`config.mk`:
```
export PLATFORM = sky130hd
export DESIGN_NAME = player_manager
export DESIGN_NICKNAME = d
export VERILOG_FILES = /design/src/rtl/player_manager.sv
export SDC_FILE = /design/constraint.sdc
export NUM_CORES = 1
export LEC_CHECK = 0
export ABC_AREA = 1
export CAP_MARGIN = 0
export CORE_MARGIN = 5
export CORE_UTILIZATION = 42
export CTS_BUF_LIST = sky130_fd_sc_hd__clkbuf_4
export CTS_CLUSTER_DIAMETER = 40
export DETAILED_ROUTE_END_ITERATION = 12
export PLACE_DENSITY_LB_ADDON = 0.15
export REMOVE_ABC_BUFFERS = 1
export SLEW_MARGIN = 20
export SYNTH_ARGS = -nofsm -noshare
export SYNTH_HDL_FRONTEND = slang
export SYNTH_SLANG_ARGS = --single-unit
```
`constraint.sdc`:
```
create_clock -name clk -period 2.2 [get_ports clk]
set_clock_uncertainty 0.2 [all_clocks]
set_input_delay 0.44 -clock clk [delete_from_list [all_inputs] [get_ports clk]]
set_output_delay 0.44 -clock clk [all_outputs]
set_load 0.01 [all_outputs]
```
`src/rtl/player_manager.sv`:
```
// player_manager: turns joystick moves and presses into a player column, a
// player colour and a single bullet in flight. It also decodes the player
// display row.
module player_manager #(
  parameter int unsigned START_COL        = 3,
  parameter int unsigned BULLET_START_ROW = 6,
  parameter int unsigned TOP_ROW          = 1
) (
  input  logic        clk,
  input  logic        rst,
  input  logic        en,
  input  logic        tick,
  input  logic [3:0]  jstk_pos,
  input  logic        jstk_press,
  input  logic        hit,
  output logic [39:0] player_row,
  output logic [2:0]  player_col,
  output logic [1:0]  player_color,
  output logic        bullet_valid,
  output logic [2:0]  bullet_x,
  output logic [2:0]  bullet_y,
  output logic [4:0]  bullet_code,
  output logic        shot_fire
);

  localparam int unsigned COL_W     = 3;
  localparam int unsigned ROW_W     = 3;
  localparam int unsigned CLR_W     = 2;
  localparam int unsigned IMG_W     = 5;
  localparam int unsigned NUM_CELLS = 8;
  localparam int unsigned NUM_CLR   = 3;

  localparam logic [COL_W-1:0] MAX_COL     = COL_W'(NUM_CELLS - 1);
  localparam logic [CLR_W-1:0] MAX_CLR     = CLR_W'(NUM_CLR - 1);
  localparam logic [IMG_W-1:0] BULLET_BASE = IMG_W'(13);
  localparam logic [IMG_W-1:0] PLAYER_BASE = IMG_W'(10);
  localparam logic [IMG_W-1:0] DARK_IMG    = IMG_W'(31);

  typedef enum logic {
    S_IDLE   = 1'b0,
    S_FLIGHT = 1'b1
  } state_t;

  state_t state, state_nxt;

  logic up_prev, down_prev, left_prev, right_prev, press_prev;
  logic up_edge, down_edge, left_edge, right_edge, press_edge;

  logic [COL_W-1:0] col_nxt;
  logic [CLR_W-1:0] color_nxt;
  logic [COL_W-1:0] bx_nxt;
  logic [ROW_W-1:0] by_nxt;
  logic [IMG_W-1:0] code_nxt;
  logic             fire_nxt;

  // Rising-edge qualification; history is kept even while disabled.
  always_comb begin
    up_edge    = en & jstk_pos[3] & ~up_prev;
    down_edge  = en & jstk_pos[2] & ~down_prev;
    left_edge  = en & jstk_pos[1] & ~left_prev;
    right_edge = en & jstk_pos[0] & ~right_prev;
    press_edge = en & jstk_press   & ~press_prev;
  end

  // Edge-detect history; resets high so held buttons do not act after reset.
  always_ff @(posedge clk) begin
    if (rst) begin
      up_prev    <= 1'b1;
      down_prev  <= 1'b1;
      left_prev  <= 1'b1;
      right_prev <= 1'b1;
      press_prev <= 1'b1;
    end else begin
      up_prev    <= jstk_pos[3];
      down_prev  <= jstk_pos[2];
      left_prev  <= jstk_pos[1];
      right_prev <= jstk_pos[0];
      press_prev <= jstk_press;
    end
  end

  // Next-state for movement, colour and the bullet life cycle.
  always_comb begin
    state_nxt = state;
    col_nxt   = player_col;
    color_nxt = player_color;
    bx_nxt    = bullet_x;
    by_nxt    = bullet_y;
    code_nxt  = bullet_code;
    fire_nxt  = 1'b0;

    // Opposing edges in the same cycle cancel.
    if (left_edge && !right_edge && player_col != '0) begin
      col_nxt = player_col - COL_W'(1);
    end else if (right_edge && !left_edge && player_col != MAX_COL) begin
      col_nxt = player_col + COL_W'(1);
    end

    if (up_edge && !down_edge) begin
      color_nxt = (player_color == MAX_CLR) ? '0 : player_color + CLR_W'(1);
    end else if (down_edge && !up_edge) begin
      color_nxt = (player_color == '0) ? MAX_CLR : player_color - CLR_W'(1);
    end

    if (!en) begin
      state_nxt = S_IDLE;
    end else begin
      unique case (state)
        S_IDLE: begin
          // Launch uses column and colour as they were before this cycle.
          if (press_edge) begin
            state_nxt = S_FLIGHT;
            bx_nxt    = player_col;
            by_nxt    = ROW_W'(BULLET_START_ROW);
            code_nxt  = BULLET_BASE + IMG_W'(player_color);
            fire_nxt  = 1'b1;
          end
        end
        S_FLIGHT: begin
          if (hit) begin
            state_nxt = S_IDLE;
          end else if (tick) begin
            if (bullet_y > ROW_W'(TOP_ROW)) begin
              by_nxt = bullet_y - ROW_W'(1);
            end else begin
              state_nxt = S_IDLE;
            end
          end
        end
        default: state_nxt = S_IDLE;
      endcase
    end
  end

  // State and output registers.
  always_ff @(posedge clk) begin
    if (rst) begin
      state        <= S_IDLE;
      player_col   <= COL_W'(START_COL);
      player_color <= '0;
      bullet_valid <= 1'b0;
      bullet_x     <= '0;
      bullet_y     <= '0;
      bullet_code  <= BULLET_BASE;
      shot_fire    <= 1'b0;
    end else begin
      state        <= state_nxt;
      player_col   <= col_nxt;
      player_color <= color_nxt;
      bullet_valid <= (state_nxt == S_FLIGHT);
      bullet_x     <= bx_nxt;
      bullet_y     <= by_nxt;
      bullet_code  <= code_nxt;
      shot_fire    <= fire_nxt;
    end
  end

  // Player row decode: player image at its column, dark elsewhere.
  always_comb begin
    player_row = '0;
    for (int i = 0; i < int'(NUM_CELLS); i++) begin
      player_row[(int'(NUM_CELLS) - 1 - i) * int'(IMG_W) +: IMG_W] =
        (player_col == COL_W'(i)) ? (PLAYER_BASE + IMG_W'(player_color)) : DARK_IMG;
    end
  end

endmodule
```
==> qor.yml, run 1 <==
power:
  swShare_pct: 26.7
  p_clk_share_pct: 31.8
  internal-power_uw: 707
  irDropWorstVdd_mv: 0.369
  p_per_area_nw_per_um2: 455
  cellLeakagePower_uw: 0.000881
  p_sw_uw: 258
  combPwrFrac_pct: 24.1
  seq_power_share_pct: 44.1
cells_and_area:
  multi_input_area_um2: 803
  final-seq-area_um2: 445
  fin_area_um2: 2120
  fin_util_pct: 68.3
  fin_cells: 295
  drive_gt1_share_pct: 17.9
  nets: 275
  fill_cells: 289
  n_antenna_cell: 0
  synthToLayoutAreaGrowth_pct: 53.7
critical_path:
  worst_setup_path_start_kind: "flop"
  crit_arrival_ns: 1.47
  end_kind: "output pin"
  required_ns: 1.56
  critPathMaxFanout: 4
  worstSetupPathType: "flop to output pin"
floorplanning:
  die-area_um2: 4530
  row_count: 20
  ios: 68
  fp.dieH_um: 67.3
  coreArea_um2: 3100
  die_w_um: 67.3
  initial_core_util_pct: 44.4
cts:
  postCtsHoldBufs: 0
  worstSkewPairLatency_ns: 0.31
  root_buffer: "clkbuf_4"
  path_clk_slew_ns: 0.13
  ctsHtreeMaxLevel: 1
  cts_tree: "done"
  clock_sinks: 22
  cts_buffers: 3
  clockBufferDepth: 2
routing:
  drc: 0
  dr.pass1.iters: 4
  wl_per_cell_um: 11.9
  totalWireLength_um: 3500
  vias_per_cell: 4.61
  drtIter0Drc: 54
  vias: 1361
  ant_nets: 0
synth:
  yosysUniqueCellTypes: 26
  synthSimpleGateAreaFrac_pct: 31.1
  syn_area_per_cell_um2: 7.37
  synth_area_um2: 1380
  synthMuxAreaShare_pct: 0.817
  ys_seq_area_share_pct: 31.9
  synth-xor-area-share_pct: 0
  synth-compound-area-share_pct: 8.71
  synth_warnings: 0
  ys_ff_latch: 22
  synthAdderAreaFrac_pct: 11.8
  synth_top_family_by_area: "simple AND/OR/NAND/NOR gates"
  synthCells: 187
place:
  port_buffers: 59
  placed_cells: 291
  hpwl_um: 2720
  gp_congestion: 0.743
  place_area_um2: 2020
  place_worst_setup_slack_ns: -0.00923
timing:
  period_needed_ns: 2.11
  max_freq_mhz: 473
  finalCritPeriodShare_pct: 96.0
  drv_slew: 0
  setup_viol: 0
  setup_tns_ns: 0
  rsz0062_at_grt: "false"
  hold_violations: 0
  setup_slack_ns: 0.0879
worst_hold_path:
  min-delay-path-class: "flop to flop"
status:
  status: "finished clean"
job:
  cap_viol_max_count: 0
grt:
  grt_pass1_wl_um: 5630
  antenna_found_initial: 0
  grt_pass1_vias: 1197
  overflow: 0
  grt_max_degree: 14
  track_usage_pct: 15.9
-- what timing repair did --
| item | 4_1_cts | 5_1_grt |
|---|---|---|
| gates resized for setup | 38 | 11 |
| endpoints found under the setup margin | 32 | 11 |
| buffers inserted | 0 | 0 |
-- logic make-up (layout without fill, tap and decap cells) --
kind of cell    after synthesis  in the layout
compound gates               24             24
fa+ha+maj                    13             13
mux                           1              1
buf+inv                      41             98
flops                        22             22
simple gates                 85             85
other cells                   1              8
-- final timing paths --
check	cells after the start	start	to	slack, ns
min reg2reg	2	bullet_code[4]	bullet_code[4]	0.27
max	6	player_col[0]	player_row[35]	0.09
max reg2reg	7	player_col[0]	player_col[0]	0.58
min	2	bullet_code[4]	bullet_code[4]	0.27
-- layout make-up --
type                    count  share of cell area (%)
repair buffers             71                    31.8
clock buffers               3                    1.06
multi-input cells         131                    37.9
inverters                  23                    4.19
flip-flops and latches     22                    21.0
clock inverters             1                    1.42
well taps                  44                    2.60
-- state kept, by name, indices dropped and copies added (netlist names) --
signal	flops
right_prev	1
up_prev	1
state	1
player_col	3
bullet_x	3
bullet_code	4
down_prev	1
bullet_y	3
shot_fire	1
player_color	2
press_prev	1
left_prev	1
-- power by group through the flow --
| stage | clock network [uW] | logic [uW] | registers [uW] |
|---|---|---|---|
| after floorplan | 0 | 98.3 | 444 |
| after global placement | 0 | 236 | 433 |
| after detailed placement | 0 | 239 | 433 |
| after CTS | 315 | 235 | 426 |
| after global routing | 338 | 257 | 428 |
| final | 307 | 233 | 425 |
-- critical path, cell delays in order (launching register included) --
cell,delay (ns)
dfxtp_4,0.38
inv_2,0.11
ha_4,0.17
inv_1,0.06
nor2_4,0.12
nand2_1,0.05
dlygate4sd2_1,0.28
-- synth_stat cells (all sizes together) --
cell type	count	area, um2
inv	21	78.8
nand3	28	150
mux2	1	11.3
buf	16	118
o21ai	11	55.1
nand2	40	163
ha	13	163
clkbuf	2	7.51
conb	1	3.75
or2	4	25.0
nand4	1	21.3
a21oi	13	65.1
nor2	9	43.8
clkinv	2	7.51
nor3	3	26.3
dfxtp	22	440
-- stage by stage --
step	power, uW	hold slack (ns)
after CTS	976	0.272
final	965	0.270
after global routing	1020	0.311
after floorplan	542	0.280
after detailed placement	672	0.251
after global placement	669	0.250
-- layout by cell type (no fill, tap or decap), types with 3 or more instances in the layout --
cell,netlist,routed
nor2_1,7,6
clkdlybuf4s50_1,0,27
conb_1,1,8
or2_2,4,4
dfxtp_1,22,20
a21oi_1,13,13
inv_2,3,5
buf_4,11,12
dlymetal6s2s_1,0,9
nand3_1,26,26
inv_1,18,16
nand2_1,37,37
o21ai_0,11,11
ha_4,0,3
clkbuf_4,0,3
ha_1,13,8
dlygate4sd2_1,0,23
-- metal layers --
layer	track usage [%]	wire (um)	vias to the layer above
li1	-	-	714
met1	22.0	1590	594
met2	26.3	1620	51
met3	3.49	290	2
met4	1.52	7	0
met5	0	0	-
(Power assumes the default switching activity.)
==> run 2: changes to the inputs <==
--- a/config.mk
+++ b/config.mk
@@ -7,8 +7,10 @@
 export LEC_CHECK = 0
 export ABC_AREA = 1
 export CAP_MARGIN = 0
+export CELL_PAD_IN_SITES_DETAIL_PLACEMENT = 1
+export CELL_PAD_IN_SITES_GLOBAL_PLACEMENT = 2
 export CORE_MARGIN = 5
-export CORE_UTILIZATION = 42
+export CORE_UTILIZATION = 21
 export CTS_BUF_LIST = sky130_fd_sc_hd__clkbuf_4
 export CTS_CLUSTER_DIAMETER = 40
 export DETAILED_ROUTE_END_ITERATION = 12
==> run 2 against run 1 <==
  * Count of clock-buffer cells in the layout unchanged
  * Global-route usage decreased by 5.7 points
  * First-iteration DRC count shrank 13%
  * Combinational power grew 3%
  * Sequential cell count stayed put
  * Routed wire length up 26%
  * Cell count increased by 13%
  * Register-to-register slack lost 0.05 ns
  * Non-clock buffer count increased by 4
  * Largest cell class unchanged
  * Critical path depth fell by 4
==> qor.yml, run 2 (synthesis gave the netlist of run 1 again) <==
grt:
  grt_max_degree: 14
  grt_pass1_vias: 1401
  overflow: 0
  grt_pass1_wl_um: 7040
  track_usage_pct: 10.2
  antenna_found_initial: 0
timing:
  setup_slack_ns: 0.0862
  finalCritPeriodShare_pct: 96.1
  max_freq_mhz: 473
  setup_viol: 0
  drv_slew: 0
  period_needed_ns: 2.11
  hold_violations: 0
floorplanning:
  fp.dieH_um: 91.0
  ios: 68
  coreArea_um2: 6390
  initial_core_util_pct: 21.6
  die_w_um: 91.0
  row_count: 29
  die-area_um2: 8290
place:
  port_buffers: 59
  gp_congestion: 0.700
  place_worst_setup_slack_ns: -0.0491
  hpwl_um: 3520
cts:
  path_clk_slew_ns: 0.13
  cts_tree: "done"
  root_buffer: "clkbuf_4"
  ctsHtreeMaxLevel: 1
  clock_sinks: 22
  clockBufferDepth: 2
  cts_buffers: 3
  worstSkewPairLatency_ns: 0.31
worst_hold_path:
  min-delay-path-class: "flop to flop"
cells_and_area:
  drive_gt1_share_pct: 19.2
  max_flop_register: "bullet_code"
  synthToLayoutAreaGrowth_pct: 57.2
  layout_common_cells: "37 x nand2_1, 27 x clkdlybuf4s50_1, 26 x nand3_1"
  nets: 279
  n_antenna_cell: 0
  final_common_cell: "nand2_1"
  largest_reg_flops: 4
critical_path:
  critPathLaunch: "player_col[2]"
  reg2reg_slack_ns: 0.53
  critPathMaxFanout: 13
  end_kind: "output pin"
  setup.worst_path.end: "player_col[2]"
  regToRegStartpoint: "player_col[0]"
  worst_setup_path_start_kind: "flop"
  worstSetupPathType: "flop to output pin"
  r2r_cells: 7
  r2r-end: "player_col[2]"
  required_ns: 1.56
  crit_arrival_ns: 1.47
power:
  swShare_pct: 31.3
  internal-power_uw: 592
  seq_power_share_pct: 49.5
  combPwrFrac_pct: 27.9
  p_clk_share_pct: 22.5
  p_total_uw: 862
  irDropWorstVdd_mv: 0.265
  p_sw_uw: 270
  p_per_area_nw_per_um2: 398
  cellLeakagePower_uw: 0.000896
routing:
  dr.pass1.iters: 3
  vias: 1403
  vias_per_cell: 4.23
  wl_per_cell_um: 13.3
  drc: 0
  drtIter0Drc: 47
  totalWireLength_um: 4420
  ant_nets: 0
status:
  status: "finished clean"
job:
  cap_viol_max_count: 0
## run 2: cell count changes in the layout (fill, tap and decap cells not counted), sizes merged
cell / previous run / this run
buf: 12 / 16
clkbuf: 3 / 4
dlygate4sd2: 23 / 20
clkinv: 2 / 3
bufinv: 1 / 0
clkdlybuf4s15: 0 / 2
## run 2: layer usage
metal | vias up | wire (um) | track usage (%)
li1 | 711 | - | -
met1 | 655 | 2010 | 12.8
met2 | 35 | 2140 | 17.4
met3 | 2 | 247 | 3.06
met4 | 0 | 19 | 1.83
met5 | - | 0 | 0
## run 2: power groups by stage
stage               sequential, uW  combinational [uW]  clock [uW]
finish                         427                 241         194
global route                   429                 270         228
CTS                            427                 238         209
detailed placement             435                 248           0
global placement               435                 247           0
floorplan                      444                98.3           0
## run 2: worst min-delay path by stage
stage | from | end | slack (ns) | depth (start not counted)
global placement | bullet_code[4] | bullet_code[4] | 0.25 | 2
CTS | bullet_code[4] | bullet_code[4] | 0.28 | 2
finish | bullet_code[4] | bullet_code[4] | 0.28 | 2
global route | bullet_code[4] | bullet_code[4] | 0.31 | 2
floorplan | bullet_code[4] | bullet_code[4] | 0.28 | 2
detailed placement | bullet_code[4] | bullet_code[4] | 0.26 | 2
## run 2: critical path: stages (launching register included)
cell             delay [ns]
dfxtp_4                0.41
buf_4                  0.20
clkdlybuf4s50_1        0.56
## run 2: cell type report
cell class | count | area, um2
clock inverters | 1 | 3.75
clock buffers | 3 | 22.5
multi-input cells | 131 | 801
fillers | 802 | 4220
repair buffers | 75 | 703
flip-flops and latches | 22 | 452
well taps | 77 | 96.3
inverters | 23 | 88.8
## run 2: repair_timing
| action | CTS | global route |
|---|---|---|
| endpoints found under the setup margin | 33 | 21 |
| cloned | 0 | 0 |
| resized for setup | 33 | 22 |
| setup buffers | 0 | 2 |
| hold buffers | 0 | 0 |
## run 2: through the flow
stage	area (um2)	TNS (ns)	hold slack [ns]	utilization (%)	cells
after floorplan	1280	0	0.280	-	176
after global placement	2070	-0.0204	0.255	32.4	326
after detailed placement	2070	-0.0491	0.262	32.4	326
after CTS	2090	-0.877	0.283	32.7	330
after global routing	2170	-0.00556	0.311	33.9	332
final	2170	0	0.276	33.9	332
